==> src/rtl/line_proc_stream_if.sv <==
// Handshake/bus bundle for line_proc_stream.
//   master : the line processor (drives read strobes and processed pixels)
//   slave  : the surrounding pipeline (line-ready pulse, config, read data)
// Signals: CFG_WIDTH/CFG_MODE line config, READ_LINE_DONE line-ready pulse,
//   IN_DE/IN_DATA read side, OUT_DE/OUT_DATA/WRITE_LINE_DONE write side,
//   BUSY/LINE_CNT/ERR_OVERRUN status.
interface line_proc_stream_if #(
  parameter int W_BITS = 12,
  parameter int LCNT_W = 16
);
  logic [W_BITS-1:0] CFG_WIDTH;
  logic [1:0]        CFG_MODE;
  logic              READ_LINE_DONE;
  logic              IN_DE;
  logic [31:0]       IN_DATA;
  logic              OUT_DE;
  logic [31:0]       OUT_DATA;
  logic              WRITE_LINE_DONE;
  logic              BUSY;
  logic [LCNT_W-1:0] LINE_CNT;
  logic              ERR_OVERRUN;

  modport master (
    input  CFG_WIDTH, CFG_MODE, READ_LINE_DONE, IN_DATA,
    output IN_DE, OUT_DE, OUT_DATA, WRITE_LINE_DONE, BUSY, LINE_CNT, ERR_OVERRUN
  );
  modport slave (
    output CFG_WIDTH, CFG_MODE, READ_LINE_DONE, IN_DATA,
    input  IN_DE, OUT_DE, OUT_DATA, WRITE_LINE_DONE, BUSY, LINE_CNT, ERR_OVERRUN
  );
endinterface

==> src/rtl/line_proc_stream.sv <==
// Per-line pixel processor between line-buffer reader and writer.
// On READ_LINE_DONE it issues W read beats (IN_DE), applies a colour op to
// each pixel RD_LAT cycles later and emits it on OUT_DE one cycle after that.
// WRITE_LINE_DONE marks the last output beat; one extra request is queued,
// further requests while one is queued set the sticky ERR_OVERRUN.
// Ports: CLK, RST (sync, active-high), bus (line_proc_stream_if.master).
// Optional build: define LINE_PROC_GRAY_EN to build the grayscale mode (2);
// without it mode 2 passes pixels through unchanged.
module line_proc_stream #(
  parameter int RD_LAT = 1,   // 0..4
  parameter int W_BITS = 12,
  parameter int LCNT_W = 16
) (
  input  logic CLK,
  input  logic RST,
  line_proc_stream_if.master bus
);
  localparam logic [W_BITS-1:0] ONE = {{(W_BITS-1){1'b0}}, 1'b1};

  typedef enum logic [1:0] {IDLE, RUN, DRAIN, DONE} state_t;

  state_t            state_q;
  logic [W_BITS-1:0] w_q, cnt_q;
  logic [1:0]        m_q;
  logic              pend_q, err_q, in_de_q, busy_q;
  logic              out_de_q, wld_q;
  logic [31:0]       out_data_q, out_data_d;
  logic [LCNT_W-1:0] lcnt_q;
  logic              start, in_last, wld_d;
  logic [7:0]        pa, pr, pg, pb;

  // Beat-valid and last-beat flags, index k = k cycles after the IN_DE beat.
  logic [RD_LAT:0]   de_sr, lst_sr;

  assign start   = (state_q == IDLE) && (bus.READ_LINE_DONE || pend_q);
  assign in_last = in_de_q && (cnt_q == w_q - ONE);

  assign de_sr[0]  = in_de_q;
  assign lst_sr[0] = in_last;

  if (RD_LAT > 0) begin : g_lat
    logic [RD_LAT-1:0] de_q, lst_q;
    always_ff @(posedge CLK) begin
      if (RST) begin
        de_q  <= '0;
        lst_q <= '0;
      end else begin
        de_q  <= de_sr[RD_LAT-1:0];
        lst_q <= lst_sr[RD_LAT-1:0];
      end
    end
    assign de_sr[RD_LAT:1]  = de_q;
    assign lst_sr[RD_LAT:1] = lst_q;
  end

  // Control FSM. DONE coincides with the last output beat, so the drain
  // period after the final read beat is RD_LAT cycles of DRAIN plus DONE.
  always_ff @(posedge CLK) begin
    if (RST) begin
      state_q <= IDLE;
      w_q     <= '0;
      m_q     <= '0;
      cnt_q   <= '0;
      in_de_q <= 1'b0;
      busy_q  <= 1'b0;
    end else begin
      case (state_q)
        IDLE: if (start) begin
          w_q    <= bus.CFG_WIDTH;
          m_q    <= bus.CFG_MODE;
          cnt_q  <= '0;
          busy_q <= 1'b1;
          if (bus.CFG_WIDTH != '0) begin
            state_q <= RUN;
            in_de_q <= 1'b1;
          end else begin
            state_q <= DONE;
          end
        end
        RUN: begin
          if (in_last) begin
            in_de_q <= 1'b0;
            state_q <= (RD_LAT == 0) ? DONE : DRAIN;
          end else begin
            cnt_q <= cnt_q + ONE;
          end
        end
        DRAIN: if (lst_sr[RD_LAT]) state_q <= DONE;
        DONE: begin
          state_q <= IDLE;
          busy_q  <= 1'b0;
        end
        default: state_q <= IDLE;
      endcase
    end
  end

  // One-deep request queue. In IDLE a queued request is consumed by the
  // start; a fresh pulse arriving in that same cycle takes its place.
  always_ff @(posedge CLK) begin
    if (RST) begin
      pend_q <= 1'b0;
      err_q  <= 1'b0;
    end else if (state_q == IDLE) begin
      pend_q <= pend_q && bus.READ_LINE_DONE;
    end else if (bus.READ_LINE_DONE) begin
      if (pend_q) err_q <= 1'b1;
      pend_q <= 1'b1;
    end
  end

  always_ff @(posedge CLK) begin
    if (RST) lcnt_q <= '0;
    else if (state_q == DONE) lcnt_q <= lcnt_q + 1'b1;
  end

  // Pixel stage
  assign pa = bus.IN_DATA[31:24];
  assign pr = bus.IN_DATA[23:16];
  assign pg = bus.IN_DATA[15:8];
  assign pb = bus.IN_DATA[7:0];

`ifdef LINE_PROC_GRAY_EN
  logic [15:0] y16;
  logic [7:0]  gray;
  assign y16  = 16'd77 * {8'd0, pr} + 16'd150 * {8'd0, pg} + 16'd29 * {8'd0, pb};
  assign gray = 8'(y16 >> 8);
`endif

  always_comb begin
    out_data_d = bus.IN_DATA;
    case (m_q)
      2'd1: out_data_d = {pa, ~pr, ~pg, ~pb};
`ifdef LINE_PROC_GRAY_EN
      2'd2: out_data_d = {pa, gray, gray, gray};
`endif
      2'd3: out_data_d = {pa, pb, pg, pr};
      default: ;
    endcase
  end

  // Zero-width lines report completion in their DONE cycle with no data.
  assign wld_d = lst_sr[RD_LAT] || (start && (bus.CFG_WIDTH == '0));

  always_ff @(posedge CLK) begin
    if (RST) begin
      out_de_q   <= 1'b0;
      out_data_q <= '0;
      wld_q      <= 1'b0;
    end else begin
      out_de_q <= de_sr[RD_LAT];
      wld_q    <= wld_d;
      if (de_sr[RD_LAT]) out_data_q <= out_data_d;
    end
  end

  assign bus.IN_DE           = in_de_q;
  assign bus.OUT_DE          = out_de_q;
  assign bus.OUT_DATA        = out_data_q;
  assign bus.WRITE_LINE_DONE = wld_q;
  assign bus.BUSY            = busy_q;
  assign bus.LINE_CNT        = lcnt_q;
  assign bus.ERR_OVERRUN     = err_q;
endmodule
==> src/flat_wrapper.sv <==
// flat-port wrapper written by rule: the top's interface ports become plain ports
module line_proc_stream_flat 
#(
  parameter int RD_LAT = 1,          
  parameter int W_BITS = 12,
  parameter int LCNT_W = 16
)
  (CLK, RST, bus_CFG_WIDTH, bus_CFG_MODE, bus_READ_LINE_DONE, bus_IN_DATA, bus_IN_DE, bus_OUT_DE, bus_OUT_DATA, bus_WRITE_LINE_DONE, bus_BUSY, bus_LINE_CNT, bus_ERR_OVERRUN);
  line_proc_stream_if #(.W_BITS(W_BITS), .LCNT_W(LCNT_W)) bus_i ();
  input  logic CLK;
  input  logic RST;
  input wire logic [$bits(bus_i.CFG_WIDTH)-1:0] bus_CFG_WIDTH;
  input wire logic [$bits(bus_i.CFG_MODE)-1:0] bus_CFG_MODE;
  input wire logic [$bits(bus_i.READ_LINE_DONE)-1:0] bus_READ_LINE_DONE;
  input wire logic [$bits(bus_i.IN_DATA)-1:0] bus_IN_DATA;
  output wire logic [$bits(bus_i.IN_DE)-1:0] bus_IN_DE;
  output wire logic [$bits(bus_i.OUT_DE)-1:0] bus_OUT_DE;
  output wire logic [$bits(bus_i.OUT_DATA)-1:0] bus_OUT_DATA;
  output wire logic [$bits(bus_i.WRITE_LINE_DONE)-1:0] bus_WRITE_LINE_DONE;
  output wire logic [$bits(bus_i.BUSY)-1:0] bus_BUSY;
  output wire logic [$bits(bus_i.LINE_CNT)-1:0] bus_LINE_CNT;
  output wire logic [$bits(bus_i.ERR_OVERRUN)-1:0] bus_ERR_OVERRUN;
  assign bus_i.CFG_WIDTH = bus_CFG_WIDTH;
  assign bus_i.CFG_MODE = bus_CFG_MODE;
  assign bus_i.READ_LINE_DONE = bus_READ_LINE_DONE;
  assign bus_i.IN_DATA = bus_IN_DATA;
  assign bus_IN_DE = bus_i.IN_DE;
  assign bus_OUT_DE = bus_i.OUT_DE;
  assign bus_OUT_DATA = bus_i.OUT_DATA;
  assign bus_WRITE_LINE_DONE = bus_i.WRITE_LINE_DONE;
  assign bus_BUSY = bus_i.BUSY;
  assign bus_LINE_CNT = bus_i.LINE_CNT;
  assign bus_ERR_OVERRUN = bus_i.ERR_OVERRUN;
  line_proc_stream #(.RD_LAT(RD_LAT), .W_BITS(W_BITS), .LCNT_W(LCNT_W)) u_core (.CLK(CLK), .RST(RST), .bus(bus_i));
endmodule
==> config.mk <==
export PLATFORM = sky130hd
export DESIGN_NAME = line_proc_stream_flat
export DESIGN_NICKNAME = d
export VERILOG_FILES = /design/src/rtl/line_proc_stream_if.sv /design/src/rtl/line_proc_stream.sv /design/src/flat_wrapper.sv
export SDC_FILE = /design/constraint.sdc
export NUM_CORES = 1
export LEC_CHECK = 0
export BUFFER_PORTS_ARGS = -buffer_cell sky130_fd_sc_hd__buf_2
export CAP_MARGIN = 20
export CORE_ASPECT_RATIO = 1.25
export CORE_MARGIN = 2
export CORE_UTILIZATION = 46
export CTS_CLUSTER_DIAMETER = 120
export DETAILED_ROUTE_END_ITERATION = 10
export PLACE_DENSITY = 0.7
export SKIP_LAST_GASP = 1
export SLEW_MARGIN = 20
export SYNTH_ARGS = -nofsm -noshare
export SYNTH_HDL_FRONTEND = slang
export SYNTH_SLANG_ARGS = --single-unit
==> constraint.sdc <==
create_clock -name CLK -period 2.88 [get_ports CLK]
set_input_delay 0.432 -clock CLK [delete_from_list [all_inputs] [get_ports CLK]]
set_output_delay 0.432 -clock CLK [all_outputs]
set_load 0.01 [all_outputs]
==> metrics.md, run 1 <==
| Metric | Value |
|---|---|
| Status | finished clean |
| PD cells | 693 nW/um^2 |
| Synth top cells by count | 84 x dfxtp_1, 73 x nor2_1, 62 x nand2_1, 34 x a21oi_1, 22 x clkbuf_1 |
| P_leak | 0.00206 uW |
| Setup ws final | 0.231 ns |
| Full die area | 9750 um^2 |
| Vias in the first global route | 3666 |
| Kind of critical path | flip-flop to flip-flop |
| Remaining DRCs | 0 |
| Setup Slack @ Placement | 0.271 ns |
| Vias | 3813 |
| Synthesized instance count | 494 |
| Number of diodes | 0 |
| Final core utilization | 56.6% |
| Area grow syn2layout | 19.2% |
| DP Area | 4730 um^2 |
| First-pass GRT wire length | 16.1 mm |
| Post-Route Skew | 0.00640 ns |
| I/O Buffers | 101 |
| Startpoint types | flip-flop |
| Number of synthesized flops with an enable pin | 0 |
| Latest clock arrival within the worst-skew pair | 0.36 ns |
| Fin crit share | 92.0% |
| Post-Syn Area per Cell | 8.36 um^2 |
| Slew HR | 31.8% |
| Wirelength per Cell | 14.1 um |
| Largest delay contributor family on the critical path | simple AND/OR/NAND/NOR gates |
| Post-synth top area cell | dfxtp_1 |
| DRT Wirelength | 10.0 mm |
| Post-cts sizing count | 0 |
| Area share of the largest cell type after synthesis | 40.7% |
| Fmax | 0.378 GHz |
| Worst Path Buf+Inv | 1 |
| H-tree depth | 3 |
| GRT Total Usage | 21.0% |
| CTS tree | done |
| Clock Sinks | 84 |
| Starting density of the core | 47.5% |
| CP max stage delay | 0.41 ns |
| Overall die width | 88.7 um |
| Total congestion overflow | 0 |
| Clock root buffer | clkbuf_8 |
| Netlist cell types | 55 |
| CTS clk-pin slew, worst paths | 0.09 ns |
| Total CTS buffers | 9 |
| Worst hold-check path type | input port to flip-flop |
| CP required | 3.14 ns |
| Max VDD drop | 0.387 mV |
| Critical path arrival | 2.91 ns |
| Slowest CP cell | nor4b_1 |
| Crit path cell chain | inv_1, ha_1, nor4b_1, and3_1, nor4b_1, a31o_2, nand4_4, and4_1, o21a_1 |
| Post-synth design cell area | 4130 um^2 |
| Clock Path Buffers | 2 |
| Sequential share of the synthesized area | 40.7% |
| Crit Path Max Fanout | 16 |
| Most frequent cell after synthesis | dfxtp_1 |
| Via density | 5.36 |
| # hold bufs at CTS | 0 |
| Syn_nets | 550 |
| RSZ-0062 raised after global routing | false |
| # rows | 38 |
| Initial DRT Pass Iterations | 5 |
| Synth Register Bits | 84 |
| Worst slew pin tran | 1.02 ns |
| Max Transition Viols Final | 0 |
| Post-route ant nets | 0 |
| Final hold viol count | 0 |
| Most used cell, CP | nor4b_1 |
| Max cap viols | 0 |
| YS warnings | 0 |
| Post-route cell area | 4920 um^2 |
| Fraction of layout cells with a size suffix above 1 | 23.2% |
| Die height | 110 um |
| Post-CTS Repair Setup Buffers | 0 |
| DP Wirelength | 7.12 mm |
| Area contributors post-synth | dfxtp_1 41%, nor2_1 6.6%, nand2_1 5.6%, xor2_1 4.5%, a21oi_1 4.1% |
| Antenna violations before repair | 0 |
| Final nets | 642 |
| Setup TNS | 0 ns |
| # setup viols final | 0 |
| Core area | 8700 um^2 |
| I/O pin cnt | 102 |
| Largest net degree at the start of global routing | 56 |
| Final Critical Period | 2.65 ns |
| Critical path capture point type | flip-flop |
| Fraction of registers with async set/reset | 0% |
| Routability cong. | 0.821 |
| Starting DRT DRC Count | 177 |
| Top_reg_cell synth | dfxtp_1 |
per-stage QoR:
| step | power (uW) | hold slack (ns) | instances |
|---|---|---|---|
| floorplan | 2250 | 0.431 | 494 |
| global placement | 2550 | 0.452 | 695 |
| detailed placement | 2580 | 0.460 | 695 |
| CTS | 3430 | 0.290 | 711 |
| global route | 3630 | 0.306 | 711 |
| finish | 3410 | 0.295 | 711 |
logic make-up (layout without fill, tap and decap cells):
logic type,after synthesis,count (layout),share of synthesized area [%]
buf+inv,39,136,3.76
fa+ha+maj,7,7,2.12
simple gates,201,201,23.0
mux,20,20,5.06
flops,84,84,40.7
xor+xnor,32,32,6.79
compound gates,111,111,18.5
layout make-up:
type	instances	area, um^2
fill	824	3780
multi-input combinational	371	2290
sequential	84	1680
timing repair buffer	109	566
tap	120	150
clock buffer	10	128
clock inverter	6	63.8
inverter	11	41.3
routing by layer:
| layer | GRT usage, % | share of wire (%) |
|---|---|---|
| met1 | 24.9 | 43 |
| met2 | 35.1 | 48 |
| met3 | 5.11 | 5.5 |
| met4 | 10.5 | 2.7 |
| met5 | 0 | 0 |
where the power goes:
group | internal (uW) | leakage, uW | switching, uW
logic | 480 | 0.00129 | 613
clock network | 401 | 0.0000927 | 440
registers | 1300 | 0.000684 | 179
worst min-delay path, cell delays in order:
cell and delay (ns):
buf_2 0.07, mux2i_1 0.05, nor2_1 0.07
registers in the layout (all words and copies together) (netlist names):
register,flops
u_core.m_q,2
u_core.bus.LINE_CNT,16
u_core.g_lat.lst_q,1
u_core.bus.IN_DE,1
u_core.bus.OUT_DE,1
u_core.bus.BUSY,1
u_core.state_q,2
u_core.w_q,12
u_core.cnt_q,12
u_core.bus.ERR_OVERRUN,1
u_core.bus.OUT_DATA,32
u_core.g_lat.de_q,1
u_core.bus.WRITE_LINE_DONE,1
u_core.pend_q,1
worst paths after layout:
check             cells after the start                 endpoint                    from  slack (ns)
setup reg to reg                      9         u_core.cnt_q[10]           u_core.w_q[0]        0.23
hold reg to reg                       2   u_core.bus.OUT_DATA[2]  u_core.bus.OUT_DATA[2]        0.47
setup / recovery                      9         u_core.cnt_q[10]           u_core.w_q[0]        0.23
hold / removal                        3  u_core.bus.OUT_DATA[24]         bus_IN_DATA[24]        0.29
placed cells by master, fill, tap and decap left out, types with 5 or more instances in the layout:
cell      synthesis  final
buf_4             0      8
a211oi_1         19     19
o211ai_1         14     14
and3_1            9      9
nor3_1            6      6
nor2_1           73     73
nand2b_1         11     11
a221oi_1          8      8
nand3_1          13     13
inv_1            10     10
a21oi_1          34     34
clkbuf_8          0      9
nor4_1            5      5
ha_1              7      7
o21ai_0          10     10
nand2_1          62     62
xor2_1           21     21
dfxtp_1          84     83
buf_2             1    101
xnor2_1          11     11
mux2i_1          16     16
(Power assumes the default switching activity.)
==> inputs of run 2 (changes only) <==
--- a/config.mk
+++ b/config.mk
@@ -9,10 +9,10 @@
 export CAP_MARGIN = 20
 export CORE_ASPECT_RATIO = 1.25
 export CORE_MARGIN = 2
-export CORE_UTILIZATION = 46
+export CORE_UTILIZATION = 40
+export CTS_BUF_LIST = sky130_fd_sc_hd__clkbuf_8
 export CTS_CLUSTER_DIAMETER = 120
 export DETAILED_ROUTE_END_ITERATION = 10
-export PLACE_DENSITY = 0.7
 export SKIP_LAST_GASP = 1
 export SLEW_MARGIN = 20
 export SYNTH_ARGS = -nofsm -noshare
==> metrics.md, run 2 (synthesis gave the netlist of run 1 again) <==
| Metric | Value |
|---|---|
| # hold bufs at CTS | 0 (unchanged) |
| Post-Route Skew | 0.00934 ns (was 0.00640 ns) |
| Startpoint types | flip-flop (unchanged) |
| First-pass GRT wire length | 16.6 mm (was 16.1 mm) |
| Wirelength per Cell | 14.2 um (was 14.1 um) |
| CTS tree | done (unchanged) |
| Core area | 10100 um^2 (was 8700 um^2) |
| Final Critical Period | 2.59 ns (was 2.65 ns) |
| Critical path arrival | 2.85 ns (was 2.91 ns) |
| Overall die width | 94.9 um (was 88.7 um) |
| Antenna violations before repair | 0 (unchanged) |
| Die height | 118 um (was 110 um) |
| Worst slew pin tran | 1.06 ns (was 1.02 ns) |
| Area grow syn2layout | 18.6% (was 19.2%) |
| Post-cts sizing count | 0 (unchanged) |
| Final nets | 640 (was 642) |
| GRT Total Usage | 18.6% (was 21.0%) |
| I/O pin cnt | 102 (unchanged) |
| Vias in the first global route | 3489 (was 3666) |
| Slew HR | 29.3% (was 31.8%) |
| # rows | 41 (was 38) |
| H-tree depth | 3 (unchanged) |
| Hold path depth | 2 (was 3) |
| Reg2reg end | u_core.cnt_q[10] (unchanged) |
| Max cap viols | 0 (unchanged) |
| PD cells | 674 nW/um^2 (was 693 nW/um^2) |
| Power, Total | 3300 uW (was 3410 uW) |
| Worst hold-check path type | input port to flip-flop (unchanged) |
| Most common cell after layout, fill and taps aside | buf_2 (unchanged) |
| Final hold viol count | 0 (unchanged) |
| Hold_sp | RST (was bus_IN_DATA[24]) |
| DP Wirelength | 7.25 mm (was 7.12 mm) |
| Vias | 3786 (was 3813) |
| Clock Path Buffers | 2 (unchanged) |
| Minimum hold slack | 0.281 ns (was 0.295 ns) |
| Fin crit share | 90.0% (was 92.0%) |
| Starting density of the core | 41.1% (was 47.5%) |
| Critical path capture point type | flip-flop (unchanged) |
| # setup viols final | 0 (unchanged) |
| Number of diodes | 0 (unchanged) |
| Largest net degree at the start of global routing | 75 (was 56) |
| Total congestion overflow | 0 (unchanged) |
| Max reg flops | 32 (unchanged) |
| I/O Buffers | 101 (unchanged) |
| Max VDD drop | 0.297 mV (was 0.387 mV) |
| CP required | 3.14 ns (about the same) |
| Remaining DRCs | 0 (unchanged) |
| Latest clock arrival within the worst-skew pair | 0.36 ns (about the same) |
| Worst reg2reg setup slack | 0.29 ns (was 0.23 ns) |
| Initial DRT Pass Iterations | 6 (was 5) |
| Reg-to-reg startpoint | u_core.w_q[0] (unchanged) |
| Starting DRT DRC Count | 171 (was 177) |
| DRT Wirelength | 10.2 mm (was 10.0 mm) |
| Total CTS buffers | 9 (unchanged) |
| Commonest non-fill, non-tap cells in the layout | 101 x buf_2, 83 x dfxtp_1, 73 x nor2_1 (unchanged) |
| P_leak | 0.00205 uW (was 0.00206 uW) |
| Kind of critical path | flip-flop to flip-flop (unchanged) |
| Number of fill cells | 1041 (was 824) |
| Full die area | 11200 um^2 (was 9750 um^2) |
| Routability cong. | 0.822 (was 0.821) |
| Post-CTS Repair Setup Buffers | 0 (unchanged) |
| Clock root buffer | clkbuf_8 (unchanged) |
| Crit Path Max Fanout | 16 (unchanged) |
| Final core utilization | 48.7% (was 56.6%) |
| RSZ-0062 raised after global routing | false (unchanged) |
| Fmax | 0.386 GHz (was 0.378 GHz) |
| Via density | 5.27 (was 5.36) |
| Clock Sinks | 84 (unchanged) |
| Post-route ant nets | 0 (unchanged) |
| Status | finished clean (unchanged) |
| CTS clk-pin slew, worst paths | 0.08 ns (was 0.09 ns) |
| Fraction of layout cells with a size suffix above 1 | 22.8% (was 23.2%) |
| Reg2Reg Depth | 9 (unchanged) |
| Worst Hold Path EP | u_core.cnt_q[1] (was u_core.bus.OUT_DATA[24]) |
| Setup TNS | 0 ns (unchanged) |
| Max Transition Viols Final | 0 (unchanged) |
## run 2: cell count changes in the layout (fill, tap and decap cells not counted), sizes merged
cell / delta
inv: +1
bufinv: -1
buf: -2
## run 2: per-stage QoR
stage	setup WS, ns	cells	area, um^2
6_report	0.287	718	4900
5_1_grt	0.106	718	4900
4_1_cts	0.264	718	4900
3_5_place_dp	0.280	702	4730
3_3_place_gp	0.420	702	4730
2_1_floorplan	0.627	494	4130
## run 2: cell type report
class | count | area (um^2) | share of cell area (%)
sequential | 84 | 1680 | 34.4
clock buffer | 10 | 138 | 2.81
clock inverter | 6 | 32.5 | 0.664
tap | 129 | 161 | 3.30
timing repair buffer | 107 | 551 | 11.2
inverter | 11 | 41.3 | 0.843
multi-input combinational | 371 | 2290 | 46.8
## run 2: worst max-delay path, cell delays in order (launching register included)
cell       delay (ns)
dfxtp_1          0.44
inv_1            0.07
ha_1             0.26
xnor2_1          0.18
a41oi_1          0.14
a2111oi_0        0.38
and3_1           0.32
nand4_4          0.25
and4_1           0.30
o21a_1           0.16
## run 2: how the worst max path moves through the flow
stage | start | endpoint | slack [ns] | cells past startpoint
2_1_floorplan | u_core.w_q[0] | u_core.state_q[1] | 0.63 | 9
3_3_place_gp | u_core.w_q[0] | u_core.cnt_q[10] | 0.42 | 9
3_5_place_dp | u_core.w_q[0] | u_core.cnt_q[10] | 0.28 | 9
4_1_cts | u_core.w_q[0] | u_core.cnt_q[10] | 0.26 | 9
5_1_grt | u_core.w_q[0] | u_core.cnt_q[10] | 0.11 | 9
6_report | u_core.w_q[0] | u_core.cnt_q[10] | 0.29 | 9
## run 2: per-layer routing
layer | vias to the layer above | wire length (um) | share of wire [%] | global-route usage, %
li1 | 1918 | - | - | -
met1 | 1754 | 4350 | 43 | 23.3
met2 | 97 | 5110 | 50 | 30.4
met3 | 17 | 486 | 4.8 | 3.78
met4 | 0 | 209 | 2.1 | 8.42
met5 | - | 0 | 0 | 0
## run 2: power breakdown
| group | switching, uW | internal, uW |
|---|---|---|
| clock | 432 | 328 |
| sequential | 178 | 1300 |
| combinational | 595 | 468 |
| total | 1200 | 2100 |
